`src/rtl/ee201_pb_debouncer_pkg.sv`:
```
// Shared definitions for the push-button debouncer: one-hot state encoding,
// registered output bundle, and timing-window derivation from the counter width.
package ee201_pb_debouncer_pkg;

  typedef enum logic [6:0] {
    INI     = 7'b0000001,
    WQ      = 7'b0000010,
    SCEN_ST = 7'b0000100,
    WH      = 7'b0001000,
    MCEN_ST = 7'b0010000,
    CCR     = 7'b0100000,
    WFCR    = 7'b1000000
  } state_e;

  typedef struct packed {
    logic dpb;
    logic scen;
    logic mcen;
    logic ccen;
  } pb_out_t;

  // Stable window used both for press qualification and clean release.
  function automatic int t_db(input int n_dc);
    return 1 << (n_dc - 2);
  endfunction

  // Hold time before auto-repeat kicks in.
  function automatic int t_hold(input int n_dc);
    return 1 << n_dc;
  endfunction

  // Auto-repeat period while held.
  function automatic int t_rpt(input int n_dc);
    return 1 << (n_dc - 2);
  endfunction

  // Output decode for a given state; registered by the top.
  function automatic pb_out_t decode_out(input state_e s);
    pb_out_t o;
    o.dpb  = (s == SCEN_ST) || (s == WH) || (s == MCEN_ST) || (s == CCR) || (s == WFCR);
    o.scen = (s == SCEN_ST);
    o.mcen = (s == SCEN_ST) || (s == MCEN_ST);
    o.ccen = (s == SCEN_ST) || (s == MCEN_ST) || (s == CCR);
    return o;
  endfunction

endpackage

```
`src/rtl/ee201_pb_debouncer_pb_sync.sv`:
```
// Two-flop synchronizer for the raw asynchronous button input.
module ee201_pb_debouncer_pb_sync (
  input  logic clk,
  input  logic resetbtn,
  input  logic d_i,
  output logic q_o
);

  logic [1:0] sync_q;

  // Shift the raw level through two flops; both clear on reset.
  always_ff @(posedge clk or posedge resetbtn) begin
    if (resetbtn) sync_q <= 2'b00;
    else          sync_q <= {sync_q[0], d_i};
  end

  assign q_o = sync_q[1];

endmodule

```
`src/rtl/ee201_pb_debouncer.sv`:
```
// Push-button debouncer with single-shot, auto-repeat and continuous enables.
// Define EE201_PB_SYNC_EN to put a 2-flop synchronizer in front of the FSM
// (adds 2 cycles to every latency); otherwise pb must already be synchronous.
module ee201_pb_debouncer
  import ee201_pb_debouncer_pkg::*;
#(
  parameter int N_dc = 25
) (
  input  logic clk,
  input  logic resetbtn,
  input  logic pb,
  output logic dpb,
  output logic scen,
  output logic mcen,
  output logic ccen
);

  // Terminal counts: a window of T cycles ends when the counter reads T-1.
  localparam int DB_LAST_I   = t_db(N_dc) - 1;
  localparam int HOLD_LAST_I = t_hold(N_dc) - 1;
  localparam int RPT_LAST_I  = t_rpt(N_dc) - 1;
  localparam logic [N_dc-1:0] DB_LAST   = DB_LAST_I[N_dc-1:0];
  localparam logic [N_dc-1:0] HOLD_LAST = HOLD_LAST_I[N_dc-1:0];
  localparam logic [N_dc-1:0] RPT_LAST  = RPT_LAST_I[N_dc-1:0];

  logic            pb_s;
  state_e          state_q, state_d;
  logic [N_dc-1:0] cnt_q, cnt_d, cnt_inc;
  pb_out_t         out_q, out_d;

`ifdef EE201_PB_SYNC_EN
  ee201_pb_debouncer_pb_sync u_pb_sync (
    .clk      (clk),
    .resetbtn (resetbtn),
    .d_i      (pb),
    .q_o      (pb_s)
  );
`else
  assign pb_s = pb;
`endif

  // Saturate rather than wrap so a stalled state can never alias a window end.
  assign cnt_inc = (&cnt_q) ? cnt_q : cnt_q + 1'b1;

  // Next-state logic; the counter restarts on every transition.
  always_comb begin
    state_d = state_q;
    unique case (state_q)
      INI:     if (pb_s) state_d = WQ;
      WQ:      if (!pb_s)                 state_d = INI;
               else if (cnt_q == DB_LAST) state_d = SCEN_ST;
      SCEN_ST:                            state_d = WH;
      WH:      if (!pb_s)                 state_d = WFCR;
               else if (cnt_q == HOLD_LAST) state_d = MCEN_ST;
      MCEN_ST:                            state_d = CCR;
      CCR:     if (!pb_s)                 state_d = WFCR;
               else if (cnt_q == RPT_LAST) state_d = MCEN_ST;
      WFCR:    if (pb_s)                  state_d = WH;
               else if (cnt_q == DB_LAST) state_d = INI;
      default:                            state_d = INI;
    endcase
    cnt_d = (state_d != state_q) ? '0 : cnt_inc;
    out_d = decode_out(state_d);
  end

  // State, counter and registered outputs; reset returns everything to idle at once.
  always_ff @(posedge clk or posedge resetbtn) begin
    if (resetbtn) begin
      state_q <= INI;
      cnt_q   <= '0;
      out_q   <= '0;
    end else begin
      state_q <= state_d;
      cnt_q   <= cnt_d;
      out_q   <= out_d;
    end
  end

  assign dpb  = out_q.dpb;
  assign scen = out_q.scen;
  assign mcen = out_q.mcen;
  assign ccen = out_q.ccen;

endmodule

```
`config.mk`:
```
export PLATFORM = sky130hd
export DESIGN_NAME = ee201_pb_debouncer
export DESIGN_NICKNAME = d
export VERILOG_FILES = /design/src/rtl/ee201_pb_debouncer_pkg.sv /design/src/rtl/ee201_pb_debouncer_pb_sync.sv /design/src/rtl/ee201_pb_debouncer.sv
export SDC_FILE = /design/constraint.sdc
export NUM_CORES = 1
export LEC_CHECK = 0
export ABC_AREA = 1
export ABC_CLOCK_PERIOD_IN_PS = 5600
export CELL_PAD_IN_SITES_DETAIL_PLACEMENT = 0
export CELL_PAD_IN_SITES_GLOBAL_PLACEMENT = 1
export CORE_ASPECT_RATIO = 2
export CORE_UTILIZATION = 30
export CTS_CLUSTER_DIAMETER = 40
export DETAILED_ROUTE_END_ITERATION = 8
export PLACE_DENSITY = 0.67
export SYNTH_ARGS = -nofsm -noshare
export SYNTH_HDL_FRONTEND = slang
export SYNTH_HIERARCHICAL = 1
export SYNTH_SLANG_ARGS = --single-unit
```
`constraint.sdc`:
```
create_clock -name clk -period 5.6 [get_ports clk]
set_input_delay 0.84 -clock clk [delete_from_list [all_inputs] [get_ports clk]]
set_output_delay 0.84 -clock clk [all_outputs]
set_load 0.02 [all_outputs]
```
======== After elaboration in Yosys (flattened, before gate mapping) ========
Index checks and enable logic that the tools add are counted.
Widths: inputs -> output; s select.
storage, ports and cells
  register bits ........................... 36
  input bits .............................. 3
  output and inout port bits .............. 4
  word-level logic and storage cells ...... 42
cells by class
  add/sub/neg operators ................... 1
  equal/unequal tests ..................... 16
  multiplexer cells ....................... 12
  reduce and logical (&&, ||, !) cells .... 7
operators by type and width
  kind                   count
  $mux 7                 9
  $mux 25                2
  $pmux 7 s7             1
  $add 25x1->25 const B  1
  $eq 25x23->1 const B   1
  $eq 25x25->1 const B   1
  $reduce_and 25->1      1
  $eq 7x3->1 const B     2
  $eq 7x4->1 const B     2
  $eq 7x5->1 const B     2
  $eq 7x6->1 const B     2
  $eq 7x7->1 const B     2
  $eq 7x1->1 const B     1
  $eq 7x2->1 const B     1
  $ne 7x7->1             1
  $logic_or 1x1->1       6
  $ne 2x1->1 const B     1

======== Depth between registers and ports, before layout ========
  word-level depth ........................ 9
  depth in mapped cells ................... 12
  depth with buffers taken out ............ 12

======== Worst setup path before layout ========
No wires, ideal clock.
  path type ............................... input to register
  start point ............................. input port pb
  end point ............................... register cnt_q[9]
  arrival ................................. 1.760 ns
  required time ........................... 5.477 ns
  setup slack ............................. 3.716 ns
  cell stages on the path ................. 8
  buffers on the path ..................... 2
  cell sequence ........................... inv_1 -> clkbuf_1 -> nor2_1 -> nand2_1 -> nand3_2 -> nor2_4 -> buf_6 -> nor2_1
between the ends
  word-level cells in the longest chain between the ends .. 4
  elaborated cells on any way between the ends .. 9
  those cells by class .................... eq/ne (2); mux (7)
ends and longest elaborated chain
  what                                                           line                      text
  start: declaration                                             ee201_pb_debouncer.sv:11  input logic pb,
  $mux 7, on equally long branches                               -
  $pmux 7 s7 *                                                   ee201_pb_debouncer.sv:48  unique case (state_q)
  $ne 7x7->1 *                                                   ee201_pb_debouncer.sv:62  cnt_d = (state_d != state_q) ? '0 : cnt_inc;
  $ne 2x1->1 (no source line) / $mux 25 (equally long branches)  -
  end signal: assignment                                         ee201_pb_debouncer.sv:74  cnt_q <= cnt_d;
  end: declaration                                               ee201_pb_debouncer.sv:28  logic [N_dc-1:0] cnt_q, cnt_d, cnt_inc;
Every way passes the cells marked *; elsewhere a longest branch is shown, timed or not.
A chain may end at the register's enable or synchronous reset.

======== Final worst setup path ========
  start point ............................. register cnt_q[0]
  end point ............................... register cnt_q[23]
between the ends
  word-level cells in the longest chain between the ends .. 6
  elaborated cells on any way between the ends .. 17
  those cells by class .................... add/sub (1); eq/ne (4); mux (11); reduce/logical (1)
ends and longest elaborated chain
  what                                                           line
  $eq 25x23->1 / $eq 25x25->1 (equally long branches)            -
  $mux 7, on equally long branches (2 in series)                 -
  $pmux 7 s7                                                     ee201_pb_debouncer.sv:48
  $ne 7x7->1                                                     ee201_pb_debouncer.sv:62
  $ne 2x1->1 (no source line) / $mux 25 (equally long branches)  -
Several ways; a longest one is shown, not always the timed one. The select of a mux whose other input is x is not followed.

==> impl_metrics.yaml <==
outcome:
  status: "finished clean"
clocking:
  cts_tree: "yes"
  post_cts_buffers: 0
  cts-resized-gates: 0
  insertion_delay_ns: 0.28
  clkTransAtPathRegs_ns: 0.05
  htreeDepth: 2
  cts_buffers: 5
  cts_buffer_depth: 2
  cts_root_buf: "clkbuf_16"
  clock-sinks: 36
  hold_buffers: 0
yosys:
  syn_inst: 302
  synth_top_family_by_area: "simple AND/OR/NAND/NOR gates"
  synth_fa_ha_area_share_pct: 0.589
  synth_xor_area_share_pct: 3.30
  avgSynthCellArea_um2: 7.03
  syn_area_um2: 2120
  yosys.area_share.simple_pct: 37.5
  synth-seq-cells: 36
  synth.distinct_cells: 29
  synth-compound-area-share_pct: 7.25
  yosys_warnings: 6
  synthMuxAreaShare_pct: 0
  syn-num-nets: 306
  synth_seq_area_share_pct: 42.5
drt:
  drt_iter0_markers: 64
  dr.pass1.iters: 4
  wl_per_cell_um: 13.4
  ant_nets: 0
  drt-total-wl_mm: 5.42
  vias: 1889
  drcViolationCount: 0
  viasPerCell: 4.69
sta:
  fin_crit_sh_pct: 45.8
  worstMarginPinSlew_ns: 0.570
  setup_violations: 0
  rsz0062_at_grt: "false"
  relSlewSlack_pct: 61.9
  slew_viol_final: 0
  min_period_ns: 2.56
  setup_tns_ns: 0
  setup_slack_ns: 3.04
  holdWs_ns: 0.501
  clock-skew-final_ns: 0.00275
  max_freq_ghz: 0.390
  finalHoldViolations: 0
finish:
  fillers: 821
  nets: 316
  design_area_um2: 2420
  drive_above_1_share_pct: 6.39
  area_growth_pct: 13.9
  n_antenna_cell: 0
setup_path:
  critPathMaxFanout: 23
  crit_path_end_kind: "register"
  timing.rr.end: "cnt_q[23]$_DFFE_PP0P_"
  r2r_cells: 10
  ff2ff_setup_slack_ns: 3.04
  cpPeakStageDelay_ns: 0.47
  cp.required_ns: 5.74
  cp_slowest_cell: "nor2_4"
  critPathTopFamily: "simple AND/OR/NAND/NOR gates"
  worstPathArrival_ns: 2.70
  start_kind: "register"
  cp_cell_sequence: "ha_1, nand2_1, nor2_2, nand2_2, nor2_8, nand2_2, nand2_1, nand3_2, nor2_4, o21ai_0"
  crit_buf_inv: 0
  r2r_start: "cnt_q[0]$_DFFE_PP0P_"
  worstSetupPathType: "register to register"
power:
  power_density_nw_per_um2: 302
  peakVddDrop_mv: 0.135
  total_leakage_power_uw: 0.00114
placed_design:
  io_buffer_count: 6
  dpl_worst_slack_ns: 2.84
  post_dp_cell_area_um2: 2270
  dpl.hpwl_mm: 4.15
  routabilityCongestion: 0.852
grt:
  grt_max_degree: 37
  use_met3_pct: 3.30
  grtUsageTotal_pct: 16.7
  overflow: 0
  grt_busiest_layer: "met2"
  use_met1_pct: 15.1
  antenna_found_initial: 0
  use_met2_pct: 32.1
  grt_pass1_wl_mm: 8.83
  grt_pass1_vias: 1918
worst_hold_path:
  hold_path_class: "register to register"
  hold_path_end: "cnt_q[24]$_DFFE_PP0P_"
  hold_path_startpoint: "cnt_q[24]$_DFFE_PP0P_"
  whs_path_depth: 2
floorplanning:
  die_area_um2: 7440
  die_w_um: 61.5
  rows: 43
  initial_core_util_pct: 30.8
  boundaryPins: 7
  core-area_um2: 6890
  die_y_um: 121
flow_run:
  maxCapViolCount: 0
[registers in the layout, indices dropped and copies added, names as in the netlist]
signal   cells
ccen         1
cnt_q       25
dpb          1
mcen         1
scen         1
state_q      7
[routing by layer]
metal | vias up | share of wire, %
met3 | 12 | 1.6
li1 | 968 | -
met5 | - | 0
met2 | 23 | 60
met4 | 0 | 3.7
met1 | 886 | 35
[synth_stat cells (all sizes together)]
cell    count  share of area [%]
a21oi       9                2.1
a31oi       1               0.29
buf         3                1.3
clkbuf      1               0.18
dfrtp      35                 41
dfstp       1                1.2
ha          1               0.59
inv        42                7.4
nand2      79                 14
nand3      19                4.7
nand3b      1               0.35
nand4       8                2.4
nor2       68                 13
nor3        9                2.1
o211ai      1               0.35
o21ai      10                2.4
o21bai      3                1.1
o221ai      1               0.41
o22ai       1               0.29
o31ai       1               0.35
xnor2       4                1.6
xor2        4                1.6
[report_power, final]
part | leakage [uW] | total [uW] | internal, uW | switching (uW)
registers | 0.000496 | 296 | 281 | 15.1
logic | 0.000574 | 155 | 45.4 | 110
clock network | 0.0000712 | 279 | 177 | 102
total | 0.00114 | 730 | 504 | 227
[worst min-delay path: cells and delay by family (launching register included)]
family / cells / cell delay (ns)
AOI/OAI and AO/OA: 1 / 0.04
DFF: 1 / 0.34
and+or+nand+nor: 1 / 0.08
[worst max-delay path by stage]
stage / slack, ns / from / end / cells past startpoint
3_5_place_dp: 2.84 / pb / cnt_q[23]$_DFFE_PP0P_ / 8
3_3_place_gp: 2.86 / pb / cnt_q[23]$_DFFE_PP0P_ / 8
5_1_grt: 2.78 / cnt_q[0]$_DFFE_PP0P_ / cnt_q[23]$_DFFE_PP0P_ / 10
6_report: 3.04 / cnt_q[0]$_DFFE_PP0P_ / cnt_q[23]$_DFFE_PP0P_ / 10
2_1_floorplan: 3.72 / pb / cnt_q[9]$_DFFE_PP0P_ / 8
4_1_cts: 2.99 / cnt_q[0]$_DFFE_PP0P_ / cnt_q[23]$_DFFE_PP0P_ / 10
[stage by stage]
step	total power [uW]	std cells	utilization, %
floorplan	421	302	-
global placement	459	395	33.0
detailed placement	459	395	33.0
CTS	743	403	35.1
global route	771	403	35.1
finish	730	403	35.1
[cell type report]
type                       count  area (um2)  area share [%]
clock buffer                   8         146            6.05
tap                           90         113            4.66
timing repair buffer           7        67.6            2.79
inverter                      42         158            6.52
sequential                    36         902            37.3
multi-input combinational    220        1030            42.7
[cells in the final DEF (no fill, tap or decap), drive strengths merged]
master	synthesis	final
ha	1	1
a31oi	1	1
nand3	19	19
o31ai	1	1
dfstp	1	1
clkdlybuf4s50	0	6
dfrtp	35	35
o221ai	1	1
xnor2	4	4
nand2	79	79
nand3b	1	1
o211ai	1	1
xor2	4	4
clkbuf	1	8
nor2	68	68
nor3	9	9
o21ai	10	10
a21oi	9	9
nand4	8	8
o22ai	1	1
buf	3	1
inv	42	42
o21bai	3	3
[cell families after synthesis]
kind of cell | count (synthesis)
XOR/XNOR | 8
adder cells (fa/ha/maj) | 1
AO/OA/AOI/OAI | 27
buffers and inverters | 46
flip-flops | 36
AND/OR/NAND/NOR | 184
No activity file was read; power rests on OpenSTA's default activity.
